[config.mk]
export PLATFORM = sky130hd
export DESIGN_NAME = hex_segment_fx_flat
export DESIGN_NICKNAME = d
export VERILOG_FILES = /design/src/rtl/hex_segment_fx_pkg.sv /design/src/rtl/hex_segment_fx_if.sv /design/src/rtl/hex_segment_fx_timer.sv /design/src/rtl/hex_segment_fx.sv /design/src/flat_wrapper.sv
export SDC_FILE = /design/constraint.sdc
export NUM_CORES = 1
export LEC_CHECK = 0
export ABC_AREA = 1
export BUFFER_PORTS_ARGS = -buffer_cell sky130_fd_sc_hd__buf_2
export CAP_MARGIN = 15
export CELL_PAD_IN_SITES_DETAIL_PLACEMENT = 0
export CELL_PAD_IN_SITES_GLOBAL_PLACEMENT = 1
export CORE_MARGIN = 2
export CORE_UTILIZATION = 25
export DETAILED_ROUTE_END_ITERATION = 12
export GPL_TIMING_DRIVEN = 0
export PLACE_DENSITY = 0.56
export SLEW_MARGIN = 30
export SYNTH_ARGS = -nofsm -noshare
export SYNTH_HDL_FRONTEND = slang
export SYNTH_SLANG_ARGS = --single-unit
[constraint.sdc]
create_clock -name clk -period 3.52 [get_ports clk]
set_clock_uncertainty 0.05 [all_clocks]
set_input_delay 0 -clock clk [delete_from_list [all_inputs] [get_ports clk]]
set_output_delay 0 -clock clk [all_outputs]
set_load 0.005 [all_outputs]
[src/rtl/hex_segment_fx_pkg.sv]
// Shared register map, CTRL bit positions and segment constants for the
// hex_segment_fx output stage.
package hex_fx_pkg;

  typedef enum logic [1:0] {
    REG_CTRL      = 2'd0,
    REG_BLINK_DIV = 2'd1,
    REG_BRIGHT    = 2'd2,
    REG_STATUS    = 2'd3
  } reg_addr_e;

  localparam int CTRL_BLINK = 0;
  localparam int CTRL_LAMP  = 1;
  localparam int CTRL_BLANK = 2;

  localparam logic [6:0] SEG_OFF    = 7'h7F;
  localparam logic [6:0] SEG_ALL_ON = 7'h00;
  localparam logic [4:0] BRIGHT_MAX = 5'd16;

  // Duty is in sixteenths, so anything above full scale saturates.
  function automatic logic [4:0] clamp_bright(input logic [31:0] value);
    return (value > 32'(BRIGHT_MAX)) ? BRIGHT_MAX : value[4:0];
  endfunction

endpackage

[src/rtl/hex_segment_fx_if.sv]
// Avalon-MM configuration port of one hex digit effect stage.
interface hex_segment_fx_if;
  logic [1:0]  address;
  logic        chipselect;
  logic        write_n;
  logic [31:0] writedata;
  logic [31:0] readdata;

  modport master (output address, chipselect, write_n, writedata, input readdata);
  modport slave  (input address, chipselect, write_n, writedata, output readdata);
endinterface

[src/rtl/hex_segment_fx_timer.sv]
// PWM prescaler/step counter and blink half-period counter for one digit.
module hex_fx_timer #(
  parameter int BLINK_W = 26,
  parameter int PWM_DIV = 64
) (
  input  logic               clk,
  input  logic               reset_n,
  input  logic [4:0]         bright,
  input  logic [BLINK_W-1:0] blink_div,
  input  logic               blink_en,
  input  logic               blink_clr,
  output logic               pwm_on,
  output logic               blink_phase
);

  localparam int PRE_W = (PWM_DIV > 1) ? $clog2(PWM_DIV) : 1;

  logic [PRE_W-1:0]   prescaler;
  logic [3:0]         pwm_cnt;
  logic               pre_wrap;
  logic [BLINK_W-1:0] blink_cnt;
  logic [BLINK_W-1:0] div_eff;
  logic               blink_wrap;

  assign pre_wrap = (prescaler == PRE_W'(PWM_DIV - 1));
  assign pwm_on   = ({1'b0, pwm_cnt} < bright);

  always_ff @(posedge clk or negedge reset_n) begin
    if (!reset_n) begin
      prescaler <= '0;
      pwm_cnt   <= '0;
    end else if (pre_wrap) begin
      prescaler <= '0;
      pwm_cnt   <= pwm_cnt + 4'd1;
    end else begin
      prescaler <= prescaler + PRE_W'(1);
    end
  end

  // A half-period of zero would never wrap, so it is treated as one cycle.
  assign div_eff    = (blink_div == '0) ? BLINK_W'(1) : blink_div;
  assign blink_wrap = (blink_cnt == div_eff - BLINK_W'(1));

  always_ff @(posedge clk or negedge reset_n) begin
    if (!reset_n) begin
      blink_cnt   <= '0;
      blink_phase <= 1'b0;
    end else if (!blink_en || blink_clr) begin
      blink_cnt   <= '0;
      blink_phase <= 1'b0;
    end else if (blink_wrap) begin
      blink_cnt   <= '0;
      blink_phase <= ~blink_phase;
    end else begin
      blink_cnt   <= blink_cnt + BLINK_W'(1);
    end
  end

endmodule

[src/rtl/hex_segment_fx.sv]
// Per-digit 7-segment output stage: blink, PWM dimming, blanking and lamp test
// applied to the PIO pattern, configured through a small Avalon-MM slave.
module hex_segment_fx
  import hex_fx_pkg::*;
#(
  parameter int BLINK_W       = 26,
  parameter int BLINK_DEFAULT = 25_000_000,
  parameter int PWM_DIV       = 64
) (
  input  logic              clk,
  input  logic              reset_n,
  hex_segment_fx_if.slave   bus,
  input  logic [6:0]        seg_in,
  output logic [6:0]        hex_n
);

  logic [2:0]         ctrl;
  logic [BLINK_W-1:0] blink_div;
  logic [4:0]         bright;
  logic               wr_en;
  logic               ctrl_wr;
  logic               div_wr;
  logic               blink_clr;
  logic               pwm_on;
  logic               blink_phase;
  logic [6:0]         hex_next;

  assign wr_en   = bus.chipselect & ~bus.write_n;
  assign ctrl_wr = wr_en && (bus.address == REG_CTRL);
  assign div_wr  = wr_en && (bus.address == REG_BLINK_DIV);

  // Turning blink off restarts the blink timer on the write edge itself.
  assign blink_clr = div_wr | (ctrl_wr & ~bus.writedata[CTRL_BLINK]);

  always_ff @(posedge clk or negedge reset_n) begin
    if (!reset_n) begin
      ctrl      <= '0;
      blink_div <= BLINK_W'(BLINK_DEFAULT);
      bright    <= BRIGHT_MAX;
    end else if (wr_en) begin
      case (bus.address)
        REG_CTRL:      ctrl      <= bus.writedata[2:0];
        REG_BLINK_DIV: blink_div <= bus.writedata[BLINK_W-1:0];
        REG_BRIGHT:    bright    <= clamp_bright(bus.writedata);
        default:       ;
      endcase
    end
  end

  hex_fx_timer #(
    .BLINK_W (BLINK_W),
    .PWM_DIV (PWM_DIV)
  ) u_timer (
    .clk         (clk),
    .reset_n     (reset_n),
    .bright      (bright),
    .blink_div   (blink_div),
    .blink_en    (ctrl[CTRL_BLINK]),
    .blink_clr   (blink_clr),
    .pwm_on      (pwm_on),
    .blink_phase (blink_phase)
  );

  always_comb begin
    bus.readdata = '0;
    case (reg_addr_e'(bus.address))
      REG_CTRL:      bus.readdata = {29'd0, ctrl};
      REG_BLINK_DIV: bus.readdata = 32'(blink_div);
      REG_BRIGHT:    bus.readdata = 32'(bright);
      REG_STATUS:    bus.readdata = {23'd0, hex_n, pwm_on, blink_phase};
      default:       bus.readdata = '0;
    endcase
  end

  always_comb begin
    hex_next = seg_in;
    if (ctrl[CTRL_LAMP])
      hex_next = SEG_ALL_ON;
    else if (ctrl[CTRL_BLANK])
      hex_next = SEG_OFF;
    else if (ctrl[CTRL_BLINK] && blink_phase)
      hex_next = SEG_OFF;
    else if (!pwm_on)
      hex_next = SEG_OFF;
  end

  always_ff @(posedge clk or negedge reset_n) begin
    if (!reset_n)
      hex_n <= SEG_OFF;
    else
      hex_n <= hex_next;
  end

endmodule

[src/flat_wrapper.sv]
// flat-port wrapper written by rule: the top's interface ports become plain ports
module hex_segment_fx_flat import hex_fx_pkg::*;
#(
  parameter int BLINK_W       = 26,
  parameter int BLINK_DEFAULT = 25_000_000,
  parameter int PWM_DIV       = 64
)
  (clk, reset_n, seg_in, hex_n, bus_address, bus_chipselect, bus_write_n, bus_writedata, bus_readdata);
  hex_segment_fx_if bus_i ();
  input  logic clk;
  input  logic reset_n;
  input  logic [6:0] seg_in;
  output logic [6:0] hex_n;
  input wire logic [$bits(bus_i.address)-1:0] bus_address;
  input wire logic [$bits(bus_i.chipselect)-1:0] bus_chipselect;
  input wire logic [$bits(bus_i.write_n)-1:0] bus_write_n;
  input wire logic [$bits(bus_i.writedata)-1:0] bus_writedata;
  output wire logic [$bits(bus_i.readdata)-1:0] bus_readdata;
  assign bus_i.address = bus_address;
  assign bus_i.chipselect = bus_chipselect;
  assign bus_i.write_n = bus_write_n;
  assign bus_i.writedata = bus_writedata;
  assign bus_readdata = bus_i.readdata;
  hex_segment_fx #(.BLINK_W(BLINK_W), .BLINK_DEFAULT(BLINK_DEFAULT), .PWM_DIV(PWM_DIV)) u_core (.clk(clk), .reset_n(reset_n), .bus(bus_i), .seg_in(seg_in), .hex_n(hex_n));
endmodule
Word level (Yosys, flattened, before mapping):

Index checks and enable logic that the tools add are counted.

* register bits: 78
* bits in latches: 0
* memory bits (writable): 0
* ROM bits: 0
* word-level logic and storage cells: 48
* memories: 0

* add/sub/neg operators: 4
* multipliers: 0
* div/mod/pow operators: 0
* order comparisons: 2
* eq/ne operators: 5
* shift-type cells: 0
* muxes and demuxes: 12
* bitwise gates (word level): 6
* reduce and logical (&&, ||, !) cells: 11

Operators with widths (number)
* $pmux W32 S4: 1
* $mux W26: 3
* $gt A32 B5 Y1 const B: 1
* $mux W7: 4
* $add A26 B1 Y26 const B: 1
* $eq A26 B26 Y1: 1
* $logic_not A26 Y1: 1
* $sub A26 B1 Y26 const B: 1
* $add A6 B1 Y6 const B: 1
* $eq A6 B6 Y1 const B: 1
* $mux W6: 1
* $reduce_and A2 Y1: 3
* $lt A4 B5 Y1: 1
* $mux W5: 1
* $add A4 B1 Y4 const B: 1
* $eq A2 B2 Y1 const B: 2
* $logic_and A1 B1 Y1: 3
* $not A1 Y1: 3
* $and A1 B1 Y1: 2
* $eq A2 B1 Y1 const B: 1
* $logic_not A2 Y1: 1
* $mux W1: 2
* $reduce_bool A2 Y1: 1
* $logic_not A1 Y1: 1
* 2 further kinds: 2

Longest topological paths before layout:

Gate-level depths: netlist of run 1.

* depth in word-level cells: 7
* gate-level depth with buffers: 25
* mapped depth without buffers: 22

By module:

From an unflattened synthesis of run 1, not the netlist that was laid out.

* cell total of the unflattened synthesis: 718
* area, all modules: 5365.1 sq um

By module, submodules not included
* hex_fx_timer: instances 1, cells each 455, area each 3090.5 sq um
* hex_segment_fx: instances 1, cells each 263, area each 2274.7 sq um

Worst setup path before layout of run 1:

No wires, ideal clock.

* path kind: flip-flop to flip-flop
* start point: register u_core.blink_div[6]
* end point: register u_core.u_timer.blink_cnt[9]
* arrival time: 2.630 ns
* setup slack: 0.721 ns
* stages on the path, launching flop included: 24
* buffers on the path: 2
* period minus slack after synthesis: 2.799 ns
* cells stage by stage: dfstp_2 -> nor2_1 -> nand2_2 -> nor2_1 -> nand2_1 -> nor2_1 -> nor2_2 -> buf_6 -> ha_1 -> nand2_2 -> inv_2 -> nand2_2 -> nor2_2 -> nand2_1 -> xor2_1 -> nand2_1 -> nand2_1 -> nor2_1 -> nand4_1 -> nor2_2 -> nand3_2 -> nand2_4 -> buf_6 -> nor2_1

* longest elaborated chain between the ends: 6

Ends and longest elaborated chain
* start: declaration: RTL line hex_segment_fx.sv:18 `logic [BLINK_W-1:0] blink_div;`
* start signal: assignment: RTL line hex_segment_fx.sv:38 `blink_div <= BLINK_W'(BLINK_DEFAULT);`
* start signal: assignment: RTL line hex_segment_fx.sv:43 `REG_BLINK_DIV: blink_div <= bus.writedata[BLINK_W-1:0];`
* $logic_not A26 Y1: RTL line hex_segment_fx_timer.sv:41 `assign div_eff = (blink_div == '0) ? BLINK_W'(1) : blink_div;`
* $mux W26 *: RTL line hex_segment_fx_timer.sv:41
* $sub A26 B1 Y26 *: RTL line hex_segment_fx_timer.sv:42 `assign blink_wrap = (blink_cnt == div_eff - BLINK_W'(1));`
* $eq A26 B26 Y1 *: RTL line hex_segment_fx_timer.sv:42
* $mux W26 *: RTL line hex_segment_fx_timer.sv:51 `end else if (blink_wrap) begin`
* $mux W26 *: RTL line hex_segment_fx_timer.sv:48 `end else if (!blink_en || blink_clr) begin`
* end signal: assignment: RTL line hex_segment_fx_timer.sv:55 `blink_cnt <= blink_cnt + BLINK_W'(1);`
* end: declaration: RTL line hex_segment_fx_timer.sv:21 `logic [BLINK_W-1:0] blink_cnt;`

Mark *: on every way between the ends. The rest lies on a longest branch, timed or not.
A chain may end at the register's enable or synchronous reset.

Worst setup path in the final report of run 1:

* start point: register u_core.blink_div[19]
* end point: register u_core.u_timer.blink_cnt[11]

The elaborated chain is that of the path after synthesis.

==> impl_results.md, run 1 <==
* Multi-input logic area at between 2000 and 3000 um2
* Lkg Pwr at between 3 and 4 nW
* # port buffers at 77
* Setup_tns at 0 ns
* Met2 WL post-DR at 7.462 mm
* Maximum vdd drop at 0.0002148 V
* Worst hold path class: input port to register
* Final Setup Violations at 0
* Util after Layout at 33.33%
* Vias in the first global route at between 4k and 5k
* PwrDens at 441.1 nW/um2
* Largest net degree at the start of global routing at 50
* Post-Route WL at approximately 16 mm
* Synth Register Bits at 78
* Num Clock Sinks at 78
* 1st-pass router iterations at 6
* Final Max Slew Viols at 0
* Cell mode on critical path: nor2_1
* Core area at between 20000 and 25000 um2
* CTS root buf: clkbuf_16
* Hpwl dp at ~13 mm
* Clk_lat worst skew at about 0.35 ns
* Final Hold Vio Count at 0
* Die height at about 150 um
* Design Power at a little under 3 mW
* Final net count at between 800 and 900
* Synth unique cells at 44
* Crit Path Category: register to register
* DR DRC count at 0
* CP Capture Type: register
* Crit path launch type: register
* # fillers at 2221
* Worst Path Required at 3.70 ns
* Slew margin rel. at 34.11%
* P&R area growth vs syn at 31.89%
* Top sig layer: met4
* Post-synthesis sequential area ratio at 38.91%
* Number of diodes at 0
* CP max stage delay at 0.57 ns
* H-tree depth at 3
* Initial Util at between 20% and 30%
* Die footprint at 21480 um2
* WL met1 at ~8.0 mm
* DR iter-0 viols at 188
* Syn Area/Cell at 7.269 um2
* Synth top area share at 28.56%
* Met3 wire length at around 490 um
* Reg area at between 1500 and 2000 um2
* Crit-path leading delay family: simple AND/OR/NAND/NOR gates
* FP Rows at 52
* Worst-path clk slew at about 0.060 ns
* Total gr overflow at 0
* Die Wd at between 100 and 150 um
* Maximum clock path buffer count at 2
* Final ANT Viol Nets at 0
* Crit Path Max Fanout at 6
* Fmax at 310.9 MHz
* Placer Congestion at around 0.79
* Layout cell share with drive strength beyond 1 at 21.15%
* Yosys warns at 0
* First-pass GRT wire length at 26.43 mm
* Tightest Pin Transition at ~1 ns
* Mapped Area at a little over 5000 um2
* Cts bufs inserted at 9
* Maximum Capacitance Violations at 0
* GRT Total Usage at 15.60%
* Drt wl/cell at 14.39 um
* Vias per inst at 4.320
* Main synth FF type: dfrtp_1
* Critical Path, Cell by Cell: nor2_1, nand2_1, nor2_1, nand2_1, nor2_1, nor2_2, buf_6, ha_4, nand2_4, nor2_4, nand3_2, xor2_2, or2_0, nand2_1, nor2_1, nand4_1, nor2_2, nand3_2, nand2_4, clkbuf_16, nor2_1
* Final Cycle Share at 91.38%
* Synth Instances at 699
* Status: completed
* Synth async-reset ratio at between 90% and 100%
* Crit path time final at 3.217 ns
* Vias at 4843
* Critical Path AT at 3.40 ns
* Slowest-stage cell, CP: dfstp_2
* I/O pin count at 84
* Initial antenna violation count at 0
* CTS tree: done
* Crit path buf inv count at 2
* Synth area leader: dfrtp_1
* Number of synthesized flops with an enable pin at 0
* Worst hold slack at 0.04079 ns
* Area contributors post-synth: dfrtp_1 29%, nand2_1 11%, dfstp_2 10%
* Unrepaired setup endpoints after global routing: no
layout make-up:
cell class | instances | area share [%]
Clock inverter | 6 | 0.5788
Sequential cell | 78 | 29.50
Buffer | 21 | 2.128
Tap cell | 270 | 5.041
Multi-Input combinational cell | 510 | 40.05
Clock buffer | 10 | 3.417
Timing Repair Buffer | 130 | 13.91
Inverter | 96 | 5.377
worst paths after layout:
path,depth (start not counted),slack [ns],to,start
worst max-delay path,21,0.30,u_core.u_timer.blink_cnt[11],u_core.blink_div[19]
worst min-delay path,5,0.04,u_core.ctrl[0],bus_chipselect
worst max register to register,21,0.30,u_core.u_timer.blink_cnt[11],u_core.blink_div[19]
max in group asynchronous,3,2.75,u_core.blink_div[24],reset_n
min in group asynchronous,2,0.06,u_core.u_timer.prescaler[5],reset_n
worst min register to register,1,0.42,u_core.u_timer.prescaler[0],u_core.u_timer.prescaler[0]
state kept, by name, indices dropped and copies added (netlist names):
signal                      count
u_core.blink_div               26
u_core.u_timer.pwm_cnt          4
u_core.u_timer.blink_cnt       26
u_core.u_timer.blink_phase      1
u_core.bright                   5
u_core.ctrl                     3
u_core.u_timer.prescaler        6
u_core.hex_n                    7
worst reg2reg max path, cell delays in order, from the launching register on:
cell and delay [ns]:
dfstp_2 0.57, nor2_1 0.08, nand2_1 0.09, nor2_1 0.06, nand2_1 0.07, nor2_1 0.06, nor2_2 0.14, buf_6 0.15
ha_4 0.16, nand2_4 0.08, nor2_4 0.14, nand3_2 0.12, xor2_2 0.19, or2_0 0.12, nand2_1 0.05, nor2_1 0.08
nand4_1 0.18, nor2_2 0.17, nand3_2 0.15, nand2_4 0.18, clkbuf_16 0.18, nor2_1 0.04
Yosys cell counts (2+ instances only):
master     number
nand2_1       152
nor2_1        119
inv_1          92
dfrtp_1        58
o21ai_0        39
xor2_1         36
nand3_1        33
nand4_1        26
dfstp_2        20
xnor2_1        14
a21oi_1        13
clkbuf_1        8
nor2_2          8
nor3_1          8
nor4_1          8
buf_4           7
ha_1            7
nand3b_1        6
inv_2           4
nand2_2         4
buf_6           3
nand3_2         3
nor2_4          3
o2111ai_1       3
or2_2           3
a31oi_1         2
buf_1           2
mux2_2          2
per-layer routing:
metal	vias to the layer above	track usage [%]
li1	2512	-
met1	2219	21.55
met2	98	25.21
met3	14	2.406
met4	0	4.806
met5	-	0
report_power, final:
part | switching [mW] | internal [mW]
Combinational | 0.540 | 0.377
Sequential | 0.130 | 1.04
Clock | 0.393 | 0.475
per-stage QoR:
stage          setup WS, ns  cells  cell area [um2]
2_1_floorplan        0.7207    704             5100
3_3_place_gp        -0.1157   1051             5823
3_5_place_dp       -0.09463   1052             5857
4_1_cts            0.004230   1105             6490
5_1_grt             0.05219   1121             6701
6_report             0.3033   1121             6701
logic make-up (layout without fill, tap and decap cells):
| family | count (synthesis) | in the layout | synth area share, % |
|---|---|---|---|
| fa+ha+maj | 7 | 7 | 1.724 |
| buf+inv | 117 | 263 | 9.751 |
| mux | 2 | 2 | 0.4432 |
| xor+xnor | 50 | 50 | 8.619 |
| compound gates | 63 | 63 | 6.797 |
| other cells | 1 | 6 | 0.07380 |
| simple gates | 381 | 382 | 33.69 |
| flops | 78 | 78 | 38.91 |
cell usage in the layout (no fill, tap or decap), types with 14 or more instances in the layout:
cell,instances
xnor2_1,14
nand4_1,26
dfrtp_1,58
buf_2,76
o21ai_0,39
nand3_1,32
xor2_1,34
dfstp_2,20
nand2_1,151
nor2_1,117
buf_4,22
dlygate4sd3_1,35
inv_1,92
timing repair:
action                                 4_1_cts  5_1_grt
resized for setup                            0       12
hold buffers                                35        0
buffers inserted                             2       13
cloned                                       0        3
setup endpoints to repair                   20       27
endpoints found under the hold margin       99        0
pin swaps                                    2        6
(Power assumes the default switching activity.)
==> run 2, diff against run 1 <==
--- a/config.mk
+++ b/config.mk
@@ -14,6 +14,7 @@
 export CORE_UTILIZATION = 25
 export DETAILED_ROUTE_END_ITERATION = 12
 export GPL_TIMING_DRIVEN = 0
+export HOLD_SLACK_MARGIN = 0.06
 export PLACE_DENSITY = 0.56
 export SLEW_MARGIN = 30
 export SYNTH_ARGS = -nofsm -noshare
==> run 2 against run 1 <==
- flip-flop and latch count unchanged
- combinational power about the same
- utilization up 0.15 points
- sequential share of layout area down 0.13 points
- routed wire length about the same
- worst hold slack better by 0.018 ns
- non-clock buffer count up 3
- maximum frequency up 0.14%
- cell area up 0.45%
- final cell count up 0.27%
- critical path type unchanged
- critical endpoint unchanged
- largest cell class unchanged
- highest routed layer unchanged
==> impl_results.md, run 2 (synthesis gave the netlist of run 1 again) <==
* Commonest non-fill, non-tap cells in the layout: 151 x nand2_1, 117 x nor2_1, 92 x inv_1 (unchanged)
* Lkg Pwr at 3.129 nW (was 3.114 nW)
* Initial antenna violation count at 0 (unchanged)
* Util after Layout at 33.48% (was 33.33%)
* Cell mode on critical path: nor2_1 (unchanged)
* Maximum clock path buffer count at 2 (unchanged)
* Final ANT Viol Nets at 0 (unchanged)
* Layout cell share with drive strength beyond 1 at 21.08% (was 21.15%)
* Final Hold Vio Count at 0 (unchanged)
* Vias per inst at 4.315 (was 4.320)
* Worst-path clk slew at 0.06 ns (about the same)
* Most common cell after layout, fill and taps aside: nand2_1 (unchanged)
* FP Rows at 52 (unchanged)
* GRT Total Usage at 15.61% (was 15.60%)
* Crit Path Category: register to register (unchanged)
* Worst hold path class: input port to asynchronous set/reset pin (was input port to register)
* Critical Path, Cell by Cell: nor2_1, nand2_1, nor2_1, nand2_1, nor2_1, nor2_2, buf_6, ha_4, nand2_4, nor2_4, nand3_2, xor2_2, or2_0, nand2_1, nor2_1, nand4_1, nor2_2, nand3_2, nand2_4, clkbuf_16, nor2_1 (unchanged)
* Initial Util at 25.27% (unchanged)
* Unrepaired setup endpoints after global routing: no (unchanged)
* Status: completed (unchanged)
* 1st-pass router iterations at 6 (unchanged)
* Number of diodes at 0 (unchanged)
* Final Max Slew Viols at 0 (unchanged)
* Top flop regs: u_core.blink_div (26), u_core.u_timer.blink_cnt (26), u_core.hex_n (7) (unchanged)
* Vias at 4850 (was 4843)
* CTS tree: done (unchanged)
* Die height at 146.6 um (unchanged)
* CTS root buf: clkbuf_16 (unchanged)
* PwrDens at 439.3 nW/um2 (was 441.1 nW/um2)
* I/O pin count at 84 (unchanged)
* Drt wl/cell at 14.35 um (was 14.39 um)
* Final Cycle Share at 91.26% (was 91.38%)
* DR iter-0 viols at 182 (was 188)
* Placed cell areas at 5857 um2 (unchanged)
* Crit Path Max Fanout at 6 (unchanged)
* Cts bufs inserted at 9 (unchanged)
* # fillers at 2220 (was 2221)
* Clk_lat worst skew at 0.35 ns (about the same)
* Critical Path AT at 3.40 ns (about the same)
* Fmax at 311.3 MHz (was 310.9 MHz)
* Placer Congestion at 0.7914 (unchanged)
* Post-Route WL at 16.12 mm (was 16.13 mm)
* Largest net degree at the start of global routing at 50 (unchanged)
* Total gr overflow at 0 (unchanged)
* Worst Path Required at 3.70 ns (about the same)
* Core area at 20100 um2 (unchanged)
* DR DRC count at 0 (unchanged)
* Maximum vdd drop at 0.0002143 V (was 0.0002148 V)
* Crit path launch type: register (unchanged)
* Hpwl dp at 12.64 mm (unchanged)
* Num Clock Sinks at 78 (unchanged)
* Final Setup Violations at 0 (unchanged)
* Die footprint at 21480 um2 (unchanged)
* H-tree depth at 3 (unchanged)
* # port buffers at 77 (unchanged)
* Vias in the first global route at 4911 (was 4899)
* Slowest-stage cell, CP: dfstp_2 (unchanged)
* Crit path time final at 3.212 ns (was 3.217 ns)
* Maximum Capacitance Violations at 0 (unchanged)
* Design area at 6731 um2 (was 6701 um2)
* First-pass GRT wire length at 26.45 mm (was 26.43 mm)
* Slew margin rel. at 30.26% (was 34.11%)
* Final net count at 901 (was 898)
* Tightest Pin Transition at 1.038 ns (was 0.9808 ns)
* CP max stage delay at 0.57 ns (about the same)
* CP Capture Type: register (unchanged)
* P&R area growth vs syn at 32.48% (was 31.89%)
* Die Wd at 146.6 um (unchanged)
[run 2: changes by cell type in the layout (fill, tap and decap cells not counted), sizes merged]
cell         change
dlygate4sd3      +3
[run 2: worst paths after layout]
path,start,endpoint,slack [ns],cells past startpoint
max,u_core.blink_div[19],u_core.u_timer.blink_cnt[11],0.31,21
min,reset_n,u_core.u_timer.prescaler[5],0.06,2
max reg2reg,u_core.blink_div[19],u_core.u_timer.blink_cnt[11],0.31,21
min reg2reg,u_core.u_timer.prescaler[0],u_core.u_timer.prescaler[0],0.42,1
max in group asynchronous,reset_n,u_core.blink_div[24],2.75,3
min in group clk,bus_chipselect,u_core.bright[4],0.14,7
[run 2: layout make-up]
| class | instances | area (um2) | share of cell area, % |
|---|---|---|---|
| inverter | 96 | 360.3 | 5.353 |
| buffer | 21 | 142.6 | 2.119 |
| clock inverter | 6 | 38.79 | 0.5762 |
| clock buffer | 10 | 229.0 | 3.401 |
| timing repair buffer | 133 | 962.2 | 14.29 |
| sequential | 78 | 1977 | 29.37 |
| tap | 270 | 337.8 | 5.019 |
| multi-input combinational | 510 | 2684 | 39.87 |
[run 2: layer usage]
metal	track usage [%]	wire length [um]	vias up
met5	0	0	-
met4	4.806	221	0
met3	2.406	502	14
met2	25.26	7473	93
met1	21.53	7926	2230
li1	-	-	2513
[run 2: timing repair]
item	4_1_cts	5_1_grt
gates resized for setup	0	12
hold endpoints to repair	99	0
cloned	0	3
setup endpoints to repair	20	27
hold buffers	38	0
setup buffers	2	13
pin swaps	2	6
[run 2: worst max-delay path: cells and delay by family (launching register included)]
| family | cells | cell delay (ns) |
|---|---|---|
| simple gates | 17 | 1.80 |
| fa+ha+maj | 1 | 0.15 |
| buf+inv | 2 | 0.33 |
| xor+xnor | 1 | 0.19 |
| flops | 1 | 0.57 |
[run 2: metrics by stage]
| stage | setup TNS, ns | setup slack, ns | cells | hold WS [ns] | power [mW] |
|---|---|---|---|---|---|
| 2_1_floorplan | 0 | 0.7207 | 704 | -0.3456 | 1.681 |
| 3_3_place_gp | -2.145 | -0.1157 | 1051 | 0.1543 | 1.996 |
| 6_report | 0 | 0.3078 | 1124 | 0.05929 | 2.957 |
| 4_1_cts | 0 | 0.004230 | 1108 | 0.07992 | 2.914 |
| 3_5_place_dp | -1.669 | -0.09463 | 1052 | -0.1434 | 1.998 |
| 5_1_grt | 0 | 0.05219 | 1124 | 0.09677 | 3.160 |
[run 2: report_power, final]
| group | total [mW] | internal (mW) | switching [mW] |
|---|---|---|---|
| clock network | 0.867 | 0.475 | 0.392 |
| logic | 0.920 | 0.379 | 0.541 |
| registers | 1.17 | 1.04 | 0.130 |
| total | 2.96 | 1.89 | 1.06 |
==> run 3, diff against run 2 <==
--- a/config.mk
+++ b/config.mk
@@ -5,17 +5,17 @@
 export SDC_FILE = /design/constraint.sdc
 export NUM_CORES = 1
 export LEC_CHECK = 0
-export ABC_AREA = 1
 export BUFFER_PORTS_ARGS = -buffer_cell sky130_fd_sc_hd__buf_2
 export CAP_MARGIN = 15
 export CELL_PAD_IN_SITES_DETAIL_PLACEMENT = 0
 export CELL_PAD_IN_SITES_GLOBAL_PLACEMENT = 1
 export CORE_MARGIN = 2
 export CORE_UTILIZATION = 25
+export CTS_CLUSTER_DIAMETER = 200
 export DETAILED_ROUTE_END_ITERATION = 12
 export GPL_TIMING_DRIVEN = 0
 export HOLD_SLACK_MARGIN = 0.06
-export PLACE_DENSITY = 0.56
+export PLACE_DENSITY = 0.54
 export SLEW_MARGIN = 30
 export SYNTH_ARGS = -nofsm -noshare
 export SYNTH_HDL_FRONTEND = slang
==> run 3 against run 2 <==
- the flow now finishes with violations (negative setup slack)
- final cell count fell by 22%
- sequential share of layout area grew 0.42 points
- non-clock buffer count up 18
- count of clock-buffer cells in the layout grew 2
- utilization grew 2.0 points
- worst setup slack lost 0.38 ns
- flip-flop and latch count stayed put
- register-to-register slack worse by 0.38 ns
- critical endpoint is now u_core.u_timer.blink_phase
==> impl_results.md, run 3 <==
* H-tree depth at 3 (unchanged)
* Synth Register Bits at 78 (unchanged)
* Worst reg2reg path endpoint: u_core.u_timer.blink_phase (was u_core.u_timer.blink_cnt[11])
* Reg2reg setup slack at -0.07 ns (was 0.31 ns)
* Worst-path clk slew at 0.06 ns (about the same)
* Critical Path AT at 3.81 ns (was 3.40 ns)
* Top-count cell post-synth: dfrtp_1 (was nand2_1)
* DR DRC count at 0 (unchanged)
* Hpwl dp at 10.65 mm (was 12.64 mm)
* Most common cell after layout, fill and taps aside: buf_2 (was nand2_1)
* Failing checks: negative setup slack
* Drt wl/cell at 16.67 um (was 14.35 um)
* Placed cell areas at 5592 um2 (was 5857 um2)
* # placed instances at 797 (was 1052)
* Final Cycle Share at 102.0% (was 91.26%)
* Yosys warns at 0 (unchanged)
* Tightest Pin Transition at 0.8358 ns (was 1.038 ns)
* Lkg Pwr at 2.737 nW (was 3.129 nW)
* GRT Total Usage at 15.22% (was 15.61%)
* DR iter-0 viols at 239 (was 182)
* Layout cell share with drive strength beyond 1 at 34.72% (was 21.08%)
* Slew margin rel. at 43.76% (was 30.26%)
* CP Capture Point: u_core.u_timer.blink_phase (was u_core.u_timer.blink_cnt[11])
* CTS tree: done (unchanged)
* R2R depth at 14 (was 21)
* Die footprint at 20350 um2 (was 21480 um2)
* Final Hold Vio Count at 0 (unchanged)
* Maximum vdd drop at 0.0003114 V (was 0.0002143 V)
* Crit path launch type: register (unchanged)
* Crit Path Category: register to register (unchanged)
* Synth unique cells at 63 (was 44)
* Synth Instances at 480 (was 699)
* Layout Cells excl Fill at 882 (was 1124)
* Final net count at 695 (was 901)
* Worst hold path class: input port to register (was input port to asynchronous set/reset pin)
* Placer Congestion at 0.8348 (was 0.7914)
* Largest net degree at the start of global routing at 64 (was 50)
* P&R area growth vs syn at 38.53% (was 32.48%)
* I/O pin count at 84 (unchanged)
* Post-Route WL at 14.70 mm (was 16.12 mm)
* Main synth FF type: dfrtp_1 (unchanged)
* FP Rows at 50 (was 52)
* Initial antenna violation count at 0 (unchanged)
* Die height at 142.7 um (was 146.6 um)
* Vias at 4198 (was 4850)
* Final Setup Violations at 7 (was 0)
* Util after Layout at 35.47% (was 33.48%)
* Worst hold slack at 0.07516 ns (was 0.05929 ns)
* 1st-pass router iterations at 4 (was 6)
* Vias in the first global route at 4280 (was 4911)
* Maximum Capacitance Violations at 0 (unchanged)
* Area contributors post-synth: dfrtp_1 30%, dfstp_2 11%, mux2_2 7.3% (was dfrtp_1 29%, nand2_1 11%, dfstp_2 10%)
* Final worst slack at -0.06992 ns (was 0.3078 ns)
* Design Power at 2.967 mW (was 2.957 mW)
* Die Wd at 142.7 um (was 146.6 um)
* Design area at 6658 um2 (was 6731 um2)
* Fmax at 278.6 MHz (was 311.3 MHz)
* Initial Util at 25.61% (was 25.27%)
* Status: finished, violations left (was completed)
* Num Clock Sinks at 78 (unchanged)
* Worst Path Required at 3.74 ns (was 3.70 ns)
* Commonest non-fill, non-tap cells in the layout: 77 x buf_2, 53 x dfrtp_1, 39 x dlygate4sd3_1 (was 151 x nand2_1, 117 x nor2_1, 92 x inv_1)
* Syn Area/Cell at 10.01 um2 (was 7.269 um2)
* Total gr overflow at 0 (unchanged)
* Synth area leader: dfrtp_1 (unchanged)
* Number of synthesized flops with an enable pin at 0 (unchanged)
* Crit path time final at 3.590 ns (was 3.212 ns)
* Number of diodes at 0 (unchanged)
* Crit Path Max Fanout at 5 (was 6)
* Cts bufs inserted at 9 (unchanged)
* Synth async-reset ratio at 100.0% (unchanged)
* Top flop regs: u_core.blink_div (26), u_core.u_timer.blink_cnt (26), u_core.hex_n (7) (unchanged)
* Unrepaired setup endpoints after global routing: yes (was no)
* CP Capture Type: register (unchanged)
* Top post-synthesis cells by count: 58 x dfrtp_1, 40 x nor2_1, 36 x nor3_1, 35 x xnor2_1, 31 x mux2_2 (was 152 x nand2_1, 119 x nor2_1, 92 x inv_1, 58 x dfrtp_1, 39 x o21ai_0)
* Core area at 18770 um2 (was 20100 um2)
* Synth top area share at 30.20% (was 28.56%)
* Post-synthesis sequential area ratio at 41.14% (was 38.91%)
* Final Max Slew Viols at 0 (unchanged)
* FF-to-FF Start: u_core.blink_div[13] (was u_core.blink_div[19])
* PwrDens at 445.7 nW/um2 (was 439.3 nW/um2)
* Critical path origin: u_core.blink_div[13] (was u_core.blink_div[19])
* CTS root buf: clkbuf_16 (unchanged)
* Maximum clock path buffer count at 2 (unchanged)
* Mapped Area at 4806 um2 (was 5081 um2)
* Final ANT Viol Nets at 0 (unchanged)
* Vias per inst at 4.760 (was 4.315)
* # port buffers at 77 (unchanged)
* Clk_lat worst skew at 0.35 ns (about the same)
* First-pass GRT wire length at 23.78 mm (was 26.45 mm)
## run 3: layout make-up
class / count / area, um2
fillers: 1899 / 12110
multi-input cells: 371 / 2784
flip-flops and latches: 78 / 1983
repair buffers: 149 / 1102
well taps: 234 / 292.8
clock buffers: 12 / 256.5
plain buffers: 23 / 143.9
clock inverters: 4 / 53.80
inverters: 11 / 41.29
## run 3: logic make-up after synthesis
logic type      synth area share [%]
buf+inv                        3.645
xor+xnor                       10.57
other cells                  0.07803
flops                          41.13
compound gates                 7.836
mux                            9.711
fa+ha+maj                      1.822
simple gates                   25.20
## run 3: routing by layer
layer	vias up	global-route usage [%]	part of all wire [%]
met5	-	0	0
met3	16	2.716	3.7
met1	2044	20.96	48
met4	0	4.221	1.6
li1	2046	-	-
met2	92	24.54	46
## run 3: timing repair
action | in CTS | in global routing
hold endpoints to repair | 119 | 0
pin swaps | 21 | 6
hold buffers | 39 | 0
cloned | 2 | 0
endpoints found under the setup margin | 27 | 27
setup buffers | 19 | 13
resized for setup | 20 | 8
## run 3: worst min-delay path by stage
stage              startpoint             endpoint  slack (ns)  depth (start not counted)
2_1_floorplan         reset_n  u_core.blink_div[0]       -0.35                          0
3_3_place_gp        seg_in[6]      u_core.hex_n[6]        0.17                          3
3_5_place_dp          reset_n       u_core.ctrl[1]       -0.21                          1
4_1_cts        bus_address[1]       u_core.ctrl[2]        0.07                          3
5_1_grt        bus_address[1]       u_core.ctrl[2]        0.09                          3
6_report       bus_address[1]       u_core.ctrl[2]        0.08                          3
## run 3: power breakdown
group / leakage (nW) / internal (mW) / switching, mW
Clock: 0.145 / 0.591 / 0.393
Combinational: 1.63 / 0.406 / 0.400
Sequential: 0.966 / 1.04 / 0.138
## run 3: worst max-delay path: stages (launching register included)
cell	delay [ns]
dfstp_2	0.59
nor4_4	0.06
nand4_4	0.11
nor2_4	0.05
a21oi_2	0.18
ha_4	0.16
or4b_4	0.46
buf_4	0.18
or3_1	0.31
a32oi_1	0.20
a21oi_1	0.13
a211oi_2	0.19
nand4_2	0.18
or4_1	0.52
a21oi_1	0.15
## run 3: through the flow
step                setup TNS (ns)  setup WS (ns)
global route                -4.522        -0.2541
finish                     -0.3619       -0.06992
floorplan                   -1.399       -0.06989
detailed placement          -14.39        -0.5834
CTS                         -1.907        -0.1433
global placement            -20.98        -0.8255
